File: config.mk
export PLATFORM = sky130hd
export DESIGN_NAME = if_id_skid_reg
export DESIGN_NICKNAME = d
export VERILOG_FILES = /design/src/rtl/pipe_pkg.sv /design/src/rtl/sat_counter.sv /design/src/rtl/if_id_skid_reg.sv
export SDC_FILE = /design/constraint.sdc
export NUM_CORES = 1
export LEC_CHECK = 0
export BUFFER_PORTS_ARGS = -buffer_cell sky130_fd_sc_hd__clkbuf_2
export CORE_ASPECT_RATIO = 2
export CORE_UTILIZATION = 27
export DETAILED_ROUTE_END_ITERATION = 8
export PLACE_DENSITY = 0.46
export SLEW_MARGIN = 20
export SYNTH_ARGS = -nofsm -noshare
export SYNTH_HDL_FRONTEND = slang
export SYNTH_SLANG_ARGS = --single-unit
File: constraint.sdc
create_clock -name clk -period 3.8 [get_ports clk]
set_input_delay 0.19 -clock clk [delete_from_list [all_inputs] [get_ports clk]]
set_output_delay 0.19 -clock clk [all_outputs]
set_load 0.02 [all_outputs]
File: src/rtl/pipe_pkg.sv
// pipe_pkg: types and constants shared by the IF/ID pipeline boundary.
//   PIPE_DW        payload field width used by if_id_t
//   NOP_INSTR_DEF  default bubble instruction (addi x0, x0, 0)
//   if_id_t        fetch->decode payload {instr, pc, pc_plus}
//   skid_state_e   occupancy of the IF/ID skid register
//   nop_payload()  bubble payload: NOP instruction, zero PC fields
package pipe_pkg;

  localparam int PIPE_DW = 32;
  localparam logic [PIPE_DW-1:0] NOP_INSTR_DEF = 32'h0000_0013;

  typedef struct packed {
    logic [PIPE_DW-1:0] instr;
    logic [PIPE_DW-1:0] pc;
    logic [PIPE_DW-1:0] pc_plus;
  } if_id_t;

  typedef enum logic [1:0] {
    SKID_EMPTY = 2'd0,
    SKID_ONE   = 2'd1,
    SKID_TWO   = 2'd2
  } skid_state_e;

  function automatic if_id_t nop_payload(input logic [PIPE_DW-1:0] nop);
    if_id_t p;
    p.instr   = nop;
    p.pc      = '0;
    p.pc_plus = '0;
    return p;
  endfunction

endpackage

File: src/rtl/sat_counter.sv
// sat_counter: event counter that sticks at all-ones instead of wrapping.
//   clk    clock, counts on rising edge
//   rst    asynchronous active-low clear
//   inc    count this cycle
//   count  current value
module sat_counter #(
  parameter int WIDTH = 32
) (
  input  logic             clk,
  input  logic             rst,
  input  logic             inc,
  output logic [WIDTH-1:0] count
);

  logic [WIDTH-1:0] cnt_q;
  logic [WIDTH-1:0] cnt_d;

  always_comb begin
    cnt_d = cnt_q;
    if (inc && (cnt_q != {WIDTH{1'b1}})) begin
      cnt_d = cnt_q + 1'b1;
    end
  end

  always_ff @(posedge clk or negedge rst) begin
    if (!rst) begin
      cnt_q <= '0;
    end else begin
      cnt_q <= cnt_d;
    end
  end

  assign count = cnt_q;

endmodule

File: src/rtl/if_id_skid_reg.sv
// if_id_skid_reg: IF/ID pipeline register with a one-entry skid buffer, so
// ready_f can be a pure flop output (no combinational path from ready_d).
//   clk, rst                   clock, asynchronous active-low reset
//   flush                      drop everything held, present a NOP bubble
//   valid_f/ready_f            fetch-side handshake (ready_f registered)
//   InstrF, PCF, PC_PlusF      fetch payload
//   valid_d/ready_d            decode-side handshake (ready_d low = stall)
//   InstrD, PCD, PC_PlusD      decode payload, straight from flops
//   state_dbg                  current skid_state_e, for observation
//   stall_cnt, flush_cnt       only when IF_ID_PERF_CNT_EN is defined
// Handshake: a beat transfers on a rising edge where valid and ready are both
// high; a producer holding valid keeps its payload stable until it transfers.
// DATA_WIDTH must equal pipe_pkg::PIPE_DW since the payload uses if_id_t.
module if_id_skid_reg
  import pipe_pkg::*;
#(
  parameter int                    DATA_WIDTH = PIPE_DW,
  parameter logic [DATA_WIDTH-1:0] NOP_INSTR  = NOP_INSTR_DEF
) (
  input  logic                  clk,
  input  logic                  rst,
  input  logic                  flush,
  input  logic                  valid_f,
  output logic                  ready_f,
  input  logic [DATA_WIDTH-1:0] InstrF,
  input  logic [DATA_WIDTH-1:0] PCF,
  input  logic [DATA_WIDTH-1:0] PC_PlusF,
  output logic                  valid_d,
  input  logic                  ready_d,
  output logic [DATA_WIDTH-1:0] InstrD,
  output logic [DATA_WIDTH-1:0] PCD,
  output logic [DATA_WIDTH-1:0] PC_PlusD,
  output logic [1:0]            state_dbg
`ifdef IF_ID_PERF_CNT_EN
  ,
  output logic [31:0]           stall_cnt,
  output logic [31:0]           flush_cnt
`endif
);

  skid_state_e state_q, state_d;
  if_id_t      out_q, out_d;
  if_id_t      skid_q, skid_d;
  logic        ready_f_q, ready_f_d;
  logic        valid_d_q, valid_d_d;
  if_id_t      fetch_pl;
  logic        accept;
  logic        drain;

  assign fetch_pl.instr   = InstrF;
  assign fetch_pl.pc      = PCF;
  assign fetch_pl.pc_plus = PC_PlusF;

  assign accept = valid_f & ready_f_q;
  assign drain  = valid_d_q & ready_d;

  always_comb begin
    state_d = state_q;
    out_d   = out_q;
    skid_d  = skid_q;
    if (flush) begin
      // Redirect wins over any accept/drain in the same cycle.
      state_d = SKID_EMPTY;
      out_d   = nop_payload(NOP_INSTR);
    end else begin
      unique case (state_q)
        SKID_EMPTY: begin
          if (accept) begin
            out_d   = fetch_pl;
            state_d = SKID_ONE;
          end
        end
        SKID_ONE: begin
          if (accept && drain) begin
            out_d = fetch_pl;
          end else if (accept) begin
            // Decode stalled while fetch already saw ready: park in skid.
            skid_d  = fetch_pl;
            state_d = SKID_TWO;
          end else if (drain) begin
            state_d = SKID_EMPTY;
          end
        end
        SKID_TWO: begin
          // ready_f is low here, so no accept can occur.
          if (drain) begin
            out_d   = skid_q;
            state_d = SKID_ONE;
          end
        end
        default: state_d = SKID_EMPTY;
      endcase
    end
    // Handshake flags follow the next state so they are plain flop outputs.
    ready_f_d = (state_d != SKID_TWO);
    valid_d_d = (state_d != SKID_EMPTY);
  end

  always_ff @(posedge clk or negedge rst) begin
    if (!rst) begin
      state_q   <= SKID_EMPTY;
      out_q     <= nop_payload(NOP_INSTR);
      skid_q    <= '0;
      ready_f_q <= 1'b0;
      valid_d_q <= 1'b0;
    end else begin
      state_q   <= state_d;
      out_q     <= out_d;
      skid_q    <= skid_d;
      ready_f_q <= ready_f_d;
      valid_d_q <= valid_d_d;
    end
  end

  assign ready_f   = ready_f_q;
  assign valid_d   = valid_d_q;
  assign InstrD    = out_q.instr;
  assign PCD       = out_q.pc;
  assign PC_PlusD  = out_q.pc_plus;
  assign state_dbg = state_q;

`ifdef IF_ID_PERF_CNT_EN
  sat_counter #(.WIDTH(32)) u_stall_cnt (
    .clk   (clk),
    .rst   (rst),
    .inc   (valid_d_q & ~ready_d),
    .count (stall_cnt)
  );

  sat_counter #(.WIDTH(32)) u_flush_cnt (
    .clk   (clk),
    .rst   (rst),
    .inc   (flush),
    .count (flush_cnt)
  );
`endif

endmodule
* After elaboration in Yosys (flattened, before gate mapping) *
Index checks and enable logic that the tools add are counted.

storage, ports and cells
  memory bits (read-only) = 0
  register bits = 196
  RAM bits = 0
  input bits = 101
  memories = 0
  latch bits = 0

cells by class
  $add $sub $neg = 0
  $mul = 0
  shift operators = 0
  muxes and demuxes = 12
  order comparisons = 0
  bitwise gates (word level) = 4
  div/mod/pow operators = 0
  equality and inequality tests = 6
  reduce and logical (&&, ||, !) cells = 6

operators by type and width
  cell                                                             count
  96-bit two-way mux                                               4
  96-bit case mux with 3 select lines                              1
  2-bit two-way mux                                                6
  3-bit inequality test, second input constant                     3
  4-bit AND reduction                                              2
  2-bit case mux with 3 select lines                               1
  4-bit nonzero test                                               1
  1-bit bitwise AND                                                2
  2-bit by 1-bit == test with 1-bit output, second input constant  1
  2-bit == test, second input constant                             1
  2-bit zero test                                                  1
  2-bit inequality test, second input constant                     1
  1-bit inverter                                                   2
  2-bit nonzero test                                               1
  1-bit logical AND                                                1

* Depth between registers and ports, before layout *
Gate-level depths: netlist of the first run.

  word-level depth = 7
  gate-level depth with buffers = 7
  depth with buffers taken out = 3

* Worst setup path after synthesis of the first run *
Ideal clock, no wire load.

  path type = reg-to-reg
  start = reg state_q[0], in the netlist state_dbg[0]
  end = reg skid_q[54] (netlist bit)
  arrival = 1.840 ns
  buffers on the path = 3
  data required time = 3.673 ns
  stages on the path, launching flop included = 7
  slack = 1.832 ns
  cell sequence = dfrtp_1 -> buf_2 -> a21boi_2 -> nor3b_2 -> buf_4 -> buf_6 -> mux2_1

between the ends
  word-level cells in the longest chain between the ends = 2

ends and longest elaborated chain
  what                                      RTL line               RTL
  start, declared                           if_id_skid_reg.sv:41   skid_state_e state_q, state_d;
  start signal, assigned                    if_id_skid_reg.sv:107  state_q <= state_d;
  2-bit by 1-bit == test with 1-bit output  if_id_skid_reg.sv:66   unique case (state_q)
  4-bit AND reduction (no source line)      n/a
  end signal, assigned                      if_id_skid_reg.sv:109  skid_q <= skid_d;
  end, declared                             if_id_skid_reg.sv:43   if_id_t skid_q, skid_d;

Every way passes these cells.
A chain may end at the register's enable or synchronous reset.

* Worst setup path in the final report of the first run *
  start = reg state_q[0], in the netlist state_dbg[0]
  end = reg skid_q[31] (netlist bit)

The elaborated chain is that of the path after synthesis.

==> key figures, run 1 <==
Run status
  • Status: finished clean

Power
  • Overall power: 6.220 mW
  • Clock power share: 30.0%
  • Register share of total power: 47.5%
  • Leakage power: just over 5 nW
  • Psw: 1.878 mW
  • Maximum VDD drop: about 350 µV
  • Comb power frac: approximately 22%
  • Power Density: around 520 nW/µm²
  • Pint: 4.342 mW
  • Sw Share: a little under a third

Detailed routing
  • Final WL: ~28000 µm
  • Antenna Nets Post-Route: 0
  • Avg WL per Cell: 20.72 µm
  • DR DRC count: 0
  • Starting DRT DRC Count: 172
  • Routed vias/inst: 5.064
  • DR pass1 iterations: 4
  • Vias: 6953

Placed design
  • Routability Congestion: 0.6821
  • Detailed placer's ending HPWL: 16640 µm
  • Number of buffers added on ports: 200

Yosys
  • Prevailing post-synth register cell: dfrtp_1
  • Post-Syn Instances: slightly below 700
  • Post-Syn Area: 9049 µm²
  • Simple-gate share of the synthesized area: ~1.3%
  • Synth warn: 0
  • Number of synthesized flops with an enable pin: 0
  • Ys async rst share: 100.0%
  • Post-synthesis sequential area ratio: between 50% and 60%
  • Synth Area in Adders: 0%
  • Syn_area_per_cell: ~13 µm²
  • Post-synthesis mux area share: 22.57%
  • Largest family of logic cells by synthesized area: multiplexers
  • Synth Area in Compound Gates: roughly 17%
  • Seq cells post-synth: 196
  • Post-Synth XOR/XNOR Area: 0%
  • Unique cell type count in the Yosys netlist: 32
  • Syn nets: between 700 and 800

Worst setup path
  • Crit Reg-Reg Startpoint: state_dbg[0]
  • Crit path kind: flip-flop to flip-flop
  • CP Data Arrival Time: 2980 ps
  • CP max FO: 46
  • RR Endpoint: skid_q[31]
  • CP startpoint kind: flip-flop
  • Reg2Reg Setup Slack: 1160 ps
  • Critical path capture point type: flip-flop
  • R2R cell count: 5
  • CP Data Required Time: around 4100 ps

Timing
  • Actual slew at the worst max-slew pin: between 900 and 1000 ps
  • Final number of hold-violating endpoints: 0
  • Minimum clock period: 2639 ps
  • Slew headroom: a little under two fifths
  • Clock skew: 9.812 ps
  • FMAX: 379.0 MHz
  • RSZ-0062 raised after global routing: false
  • Setup_tns: 0 ps
  • Final Cycle Share: 69.44%
  • Final setup vio count: 0
  • Slew Limit Fails: 0

Clocking
  • Worst-skew pair later-pin latency: 460 ps
  • Clock slew at reported path FFs: 70 ps
  • CTS tree: built
  • Clock sinks: 196
  • H-tree depth: 4
  • # resized after CTS: 0
  • Num CTS Buffers: 17
  • CTS root buf: clkbuf_16
  • Max clock buf depth: 2

Hold path
  • Worst Hold Launch: PCF[6]
  • Hold Crit Depth: 2
  • Hold endpoint: skid_q[38]
  • Hold crit path type: input pin to flip-flop

Die
  • Die height: 260.9 µm
  • Initial Utilization: 27.48%
  • Horiz. Die Dim: ~130 µm
  • Top-Level Pins: around 200
  • Row count: 94
  • Core footprint: 32930 µm²
  • Area of the die: ~34000 µm²

Layout
  • Ant diodes: 0
  • P&R area growth vs syn: 31.83%
  • Layout cell share with drive strength beyond 1: 33.05%
  • Nets: 1029

Job
  • Maxcap violations: 0

Global routing
  • GR Overflow Total: 0
  • Vias in the first global route: 7514
  • Tot GR Track Use: between 15 and 20%
  • Pin count of the biggest net entering global routing: 97
  • Initial antenna violation count: 0
  • First-pass GRT wire length: 44380 µm
## cell families after synthesis
family,count (synthesis)
DFF,196
and+or+nand+nor,15
AOI/OAI and AO/OA,195
muxes,192
buffers and inverters,89
## layout make-up
cell class                      instances  area, µm²
Inverter                                5      20.02
Sequential cell                       196       4908
Timing Repair Buffer                  306       2093
Fill cell                            3308      21000
Multi-Input combinational cell        402       3771
Clock inverter                         11      125.1
Tap cell                              432      540.5
Clock buffer                           21      470.5
## power by group through the flow
stage	Combinational [mW]	Sequential, mW	Clock, mW
floorplan	0.753	3.07	0
global placement	1.32	2.98	0
detailed placement	1.35	3.00	0
CTS	1.42	2.96	1.94
global route	1.52	3.03	2.01
finish	1.40	2.96	1.87
## metal layers
metal	share of wire, %	GRT usage (%)	vias to the layer above
met4	2.6	7.397	0
met3	2.9	2.603	30
li1	-	-	3183
met5	0	0	-
met1	40	18.88	3583
met2	55	32.10	157
## repair_timing
item / 4_1_cts / 5_1_grt
hold buffers: 91 / 0
hold endpoints to repair: 175 / 0
setup buffers: 0 / 0
## Yosys cell counts (3+ instances only)
library cell	count	share of area, %
mux2i_1	96	11
dfstp_2	3	0.87
o2111ai_1	93	9.0
clkbuf_1	54	2.2
and3b_1	3	0.29
a211oi_1	3	0.25
buf_2	24	1.3
o31ai_1	93	7.7
mux2_1	40	5.0
buf_6	4	0.50
inv_1	4	0.17
mux2_2	56	7.0
dfrtp_1	193	53
## worst max-delay path by stage
stage / startpoint / end / slack, ps / depth (start not counted)
2_1_floorplan: state_dbg[0] / skid_q[54] / 1830 / 6
3_3_place_gp: state_dbg[0] / skid_q[95] / 1180 / 5
3_5_place_dp: state_dbg[0] / skid_q[39] / 1130 / 5
4_1_cts: state_dbg[0] / skid_q[39] / 1120 / 5
5_1_grt: state_dbg[0] / skid_q[47] / 1000 / 5
6_report: state_dbg[0] / skid_q[31] / 1160 / 5
## layout by cell type (no fill, tap or decap), types with 4 or more instances in the layout
| cell type | instances |
|---|---|
| dlygate4sd3_1 | 91 |
| clkbuf_2 | 198 |
| mux2i_1 | 96 |
| inv_1 | 4 |
| clkbuf_8 | 4 |
| clkinv_2 | 4 |
| o31ai_1 | 93 |
| dfrtp_1 | 193 |
| buf_12 | 4 |
| mux2_1 | 40 |
| clkbuf_16 | 17 |
| buf_4 | 10 |
| mux2_2 | 56 |
| o2111ai_1 | 93 |
## through the flow
stage / hold slack (ps) / utilization [%] / cells / setup WS [ps] / cell area [µm²]
global route: 0.1413 / 36.22 / 1373 / 1004 / 11930
detailed placement: 346.0 / 31.65 / 1250 / 1131 / 10420
CTS: 0.03841 / 36.22 / 1373 / 1123 / 11930
global placement: 345.2 / 31.63 / 1250 / 1183 / 10420
floorplan: -105.6 / - / 687 / 1832 / 9049
finish: 28.91 / 36.22 / 1373 / 1161 / 11930
## sequential cells by signal (all words and copies together) (netlist names)
name	count
ready_f	1
PC_PlusD	32
valid_d	1
state_dbg	2
InstrD	32
skid_q	96
PCD	32
## critical path: stages, from the launching register on
cell and delay [ps]:
dfrtp_1 550, a21boi_4 240, buf_4 350, nor3b_4 310, buf_4 630, mux2_2 400
Power figures use the tool's default switching activity.
==> run 2, diff against run 1 <==
==> constraint.sdc (replaced) <==
create_clock -name clk -period 2.5 [get_ports clk]
set_input_delay 0.125 -clock clk [delete_from_list [all_inputs] [get_ports clk]]
set_output_delay 0.125 -clock clk [all_outputs]
set_load 0.02 [all_outputs]
==> run 2 against run 1 <==
  * Sequential share of layout area decreased by 0.44 points
  * Via count decreased by 0.53%
  * Largest cell class unchanged
  * Critical endpoint is now InstrD[0]
  * Non-clock buffer count increased by 9
  * Highest routed layer unchanged
  * Hold slack improved by 66 ps
  * Wire length decreased by 2.1%
==> key figures, run 2 (synthesized netlist as in run 1, its figures left out) <==
Clocking
  • Clock slew at reported path FFs: 70 ps (about the same)
  • Max clock buf depth: 2 (unchanged)
  • Worst-skew pair later-pin latency: 450 ps (was 460 ps)
  • Clock sinks: 196 (unchanged)
  • # resized after CTS: 0 (unchanged)
  • Num CTS Buffers: 17 (unchanged)
  • CTS root buf: clkbuf_16 (unchanged)
  • H-tree depth: 4 (unchanged)
  • CTS tree: built (unchanged)

Timing
  • Setup WS post-layout: 385.2 ps (was 1161 ps)
  • Final Cycle Share: 84.59% (was 69.44%)
  • Setup_tns: 0 ps (unchanged)
  • Final setup vio count: 0 (unchanged)
  • RSZ-0062 raised after global routing: false (unchanged)
  • Minimum clock period: 2115 ps (was 2639 ps)
  • Slew Limit Fails: 0 (unchanged)
  • Actual slew at the worst max-slew pin: 872.5 ps (was 938.8 ps)
  • Slew headroom: 41.83% (was 37.41%)
  • Clock skew: 8.652 ps (was 9.812 ps)
  • FMAX: 472.9 MHz (was 379.0 MHz)
  • Final number of hold-violating endpoints: 0 (unchanged)

Detailed routing
  • Routed vias/inst: 5.004 (was 5.064)
  • Antenna Nets Post-Route: 0 (unchanged)
  • Avg WL per Cell: 20.15 µm (was 20.72 µm)
  • DR pass1 iterations: 4 (unchanged)
  • DR DRC count: 0 (unchanged)
  • Final WL: 27850 µm (was 28450 µm)
  • Starting DRT DRC Count: 289 (was 172)
  • Vias: 6916 (was 6953)

Global routing
  • Tot GR Track Use: 16.79% (was 17.09%)
  • Pin count of the biggest net entering global routing: 96 (was 97)
  • Vias in the first global route: 7362 (was 7514)
  • GR Overflow Total: 0 (unchanged)
  • First-pass GRT wire length: 43730 µm (was 44380 µm)
  • Initial antenna violation count: 1 (was 0)

Placed design
  • Dpl ws: 397.9 ps (was 1131 ps)
  • Detailed placer's ending HPWL: 16540 µm (was 16640 µm)
  • Number of buffers added on ports: 200 (unchanged)
  • Routability Congestion: 0.7016 (was 0.6821)

Worst setup path
  • Crit path kind: flip-flop to flip-flop (unchanged)
  • CP max FO: 95 (was 46)
  • CP startpoint kind: flip-flop (unchanged)
  • CP Data Required Time: 2870 ps (was 4140 ps)
  • CP Data Arrival Time: 2490 ps (was 2980 ps)
  • Critical path capture point type: flip-flop (unchanged)

Layout
  • Layout cell share with drive strength beyond 1: 32.98% (was 33.05%)
  • Most frequent cells in the layout: clkbuf_2, dfrtp_1, dlygate4sd3_1 (was clkbuf_2, dfrtp_1, mux2i_1)
  • Nets: 1038 (was 1029)
  • P&R area growth vs syn: 33.24% (was 31.83%)
  • Most common cell after layout, fill and taps aside: clkbuf_2 (unchanged)
  • Largest reg by FF count: skid_q (unchanged)
  • Max reg flops: 96 (unchanged)

Die
  • Top-Level Pins: 201 (unchanged)
  • Core footprint: 32930 µm² (unchanged)
  • Row count: 94 (unchanged)
  • Initial Utilization: 27.48% (unchanged)
  • Area of the die: 34290 µm² (unchanged)
  • Die height: 260.9 µm (unchanged)
  • Horiz. Die Dim: 131.5 µm (unchanged)

Power
  • Leakage power: 5.087 nW (was 5.030 nW)
  • Maximum VDD drop: 532.0 µV (was 346.3 µV)
  • Power Density: 784.8 nW/µm² (was 521.5 nW/µm²)

Run status
  • Status: finished clean (unchanged)

Hold path
  • Hold crit path type: input pin to flip-flop (unchanged)

Job
  • Maxcap violations: 0 (unchanged)
-- run 2: changes by cell type in the layout (fill, tap and decap cells not counted), sizes merged --
cell	delta
clkinvlp	-1
diode	+1
inv	+2
clkinv	-1
clkbuf	-1
buf	+3
dlygate4sd3	+6
-- run 2: critical path, stage by stage (launching register included) --
cell	delay [ps]
dfrtp_1	530
nand3b_4	230
buf_12	370
o211a_4	260
buf_12	280
mux2i_1	250
-- run 2: per-layer routing --
layer / track usage, % / vias to the layer above / part of all wire (%)
li1: - / 3208 / -
met1: 18.83 / 3533 / 40
met2: 30.94 / 149 / 55
met3: 3.186 / 26 / 3.3
met4: 6.751 / 0 / 1.9
met5: 0 / - / 0
-- run 2: final timing paths --
check	end	start	slack, ps	cells past startpoint
setup reg to reg	InstrD[0]	state_dbg[1]	390	5
max in group asynchronous	skid_q[21]	rst	1540	3
hold / removal	ready_f	ready_d	90	3
hold reg to reg	InstrD[4]	InstrD[4]	470	2
min in group asynchronous	InstrD[3]	rst	180	2
setup / recovery	InstrD[0]	state_dbg[1]	390	5
-- run 2: area by class of cell --
type                       instances  area (µm²)
clock inverter                    11       126.4
timing repair buffer             315        2231
multi-input combinational        402        3771
clock buffer                      20       456.7
fill                            3314       20880
tap                              432       540.5
antenna                            1       2.502
sequential                       196        4908
inverter                           5       20.02
-- run 2: repair_timing --
item                      4_1_cts  5_1_grt
buffers inserted                0        0
hold endpoints to repair      228        0
hold buffers                   97        0
-- run 2: power breakdown --
part | internal (mW) | switching, mW | leakage, nW
Combinational | 1.02 | 1.13 | 2.35
Sequential | 4.05 | 0.427 | 2.45
Clock | 1.53 | 1.30 | 0.287
-- run 2: stage by stage --
| stage | hold WS, ps | area (µm²) | util [%] | power, mW | cells |
|---|---|---|---|---|---|
| 2_1_floorplan | -170.6 | 9049 | - | 5.814 | 687 |
| 3_3_place_gp | 105.9 | 10500 | 31.88 | 6.532 | 1253 |
| 3_5_place_dp | 103.6 | 10500 | 31.88 | 6.610 | 1253 |
| 4_1_cts | 59.35 | 12050 | 36.60 | 9.638 | 1381 |
| 5_1_grt | 109.2 | 12060 | 36.61 | 9.994 | 1382 |
| 6_report | 94.70 | 12060 | 36.61 | 9.462 | 1382 |
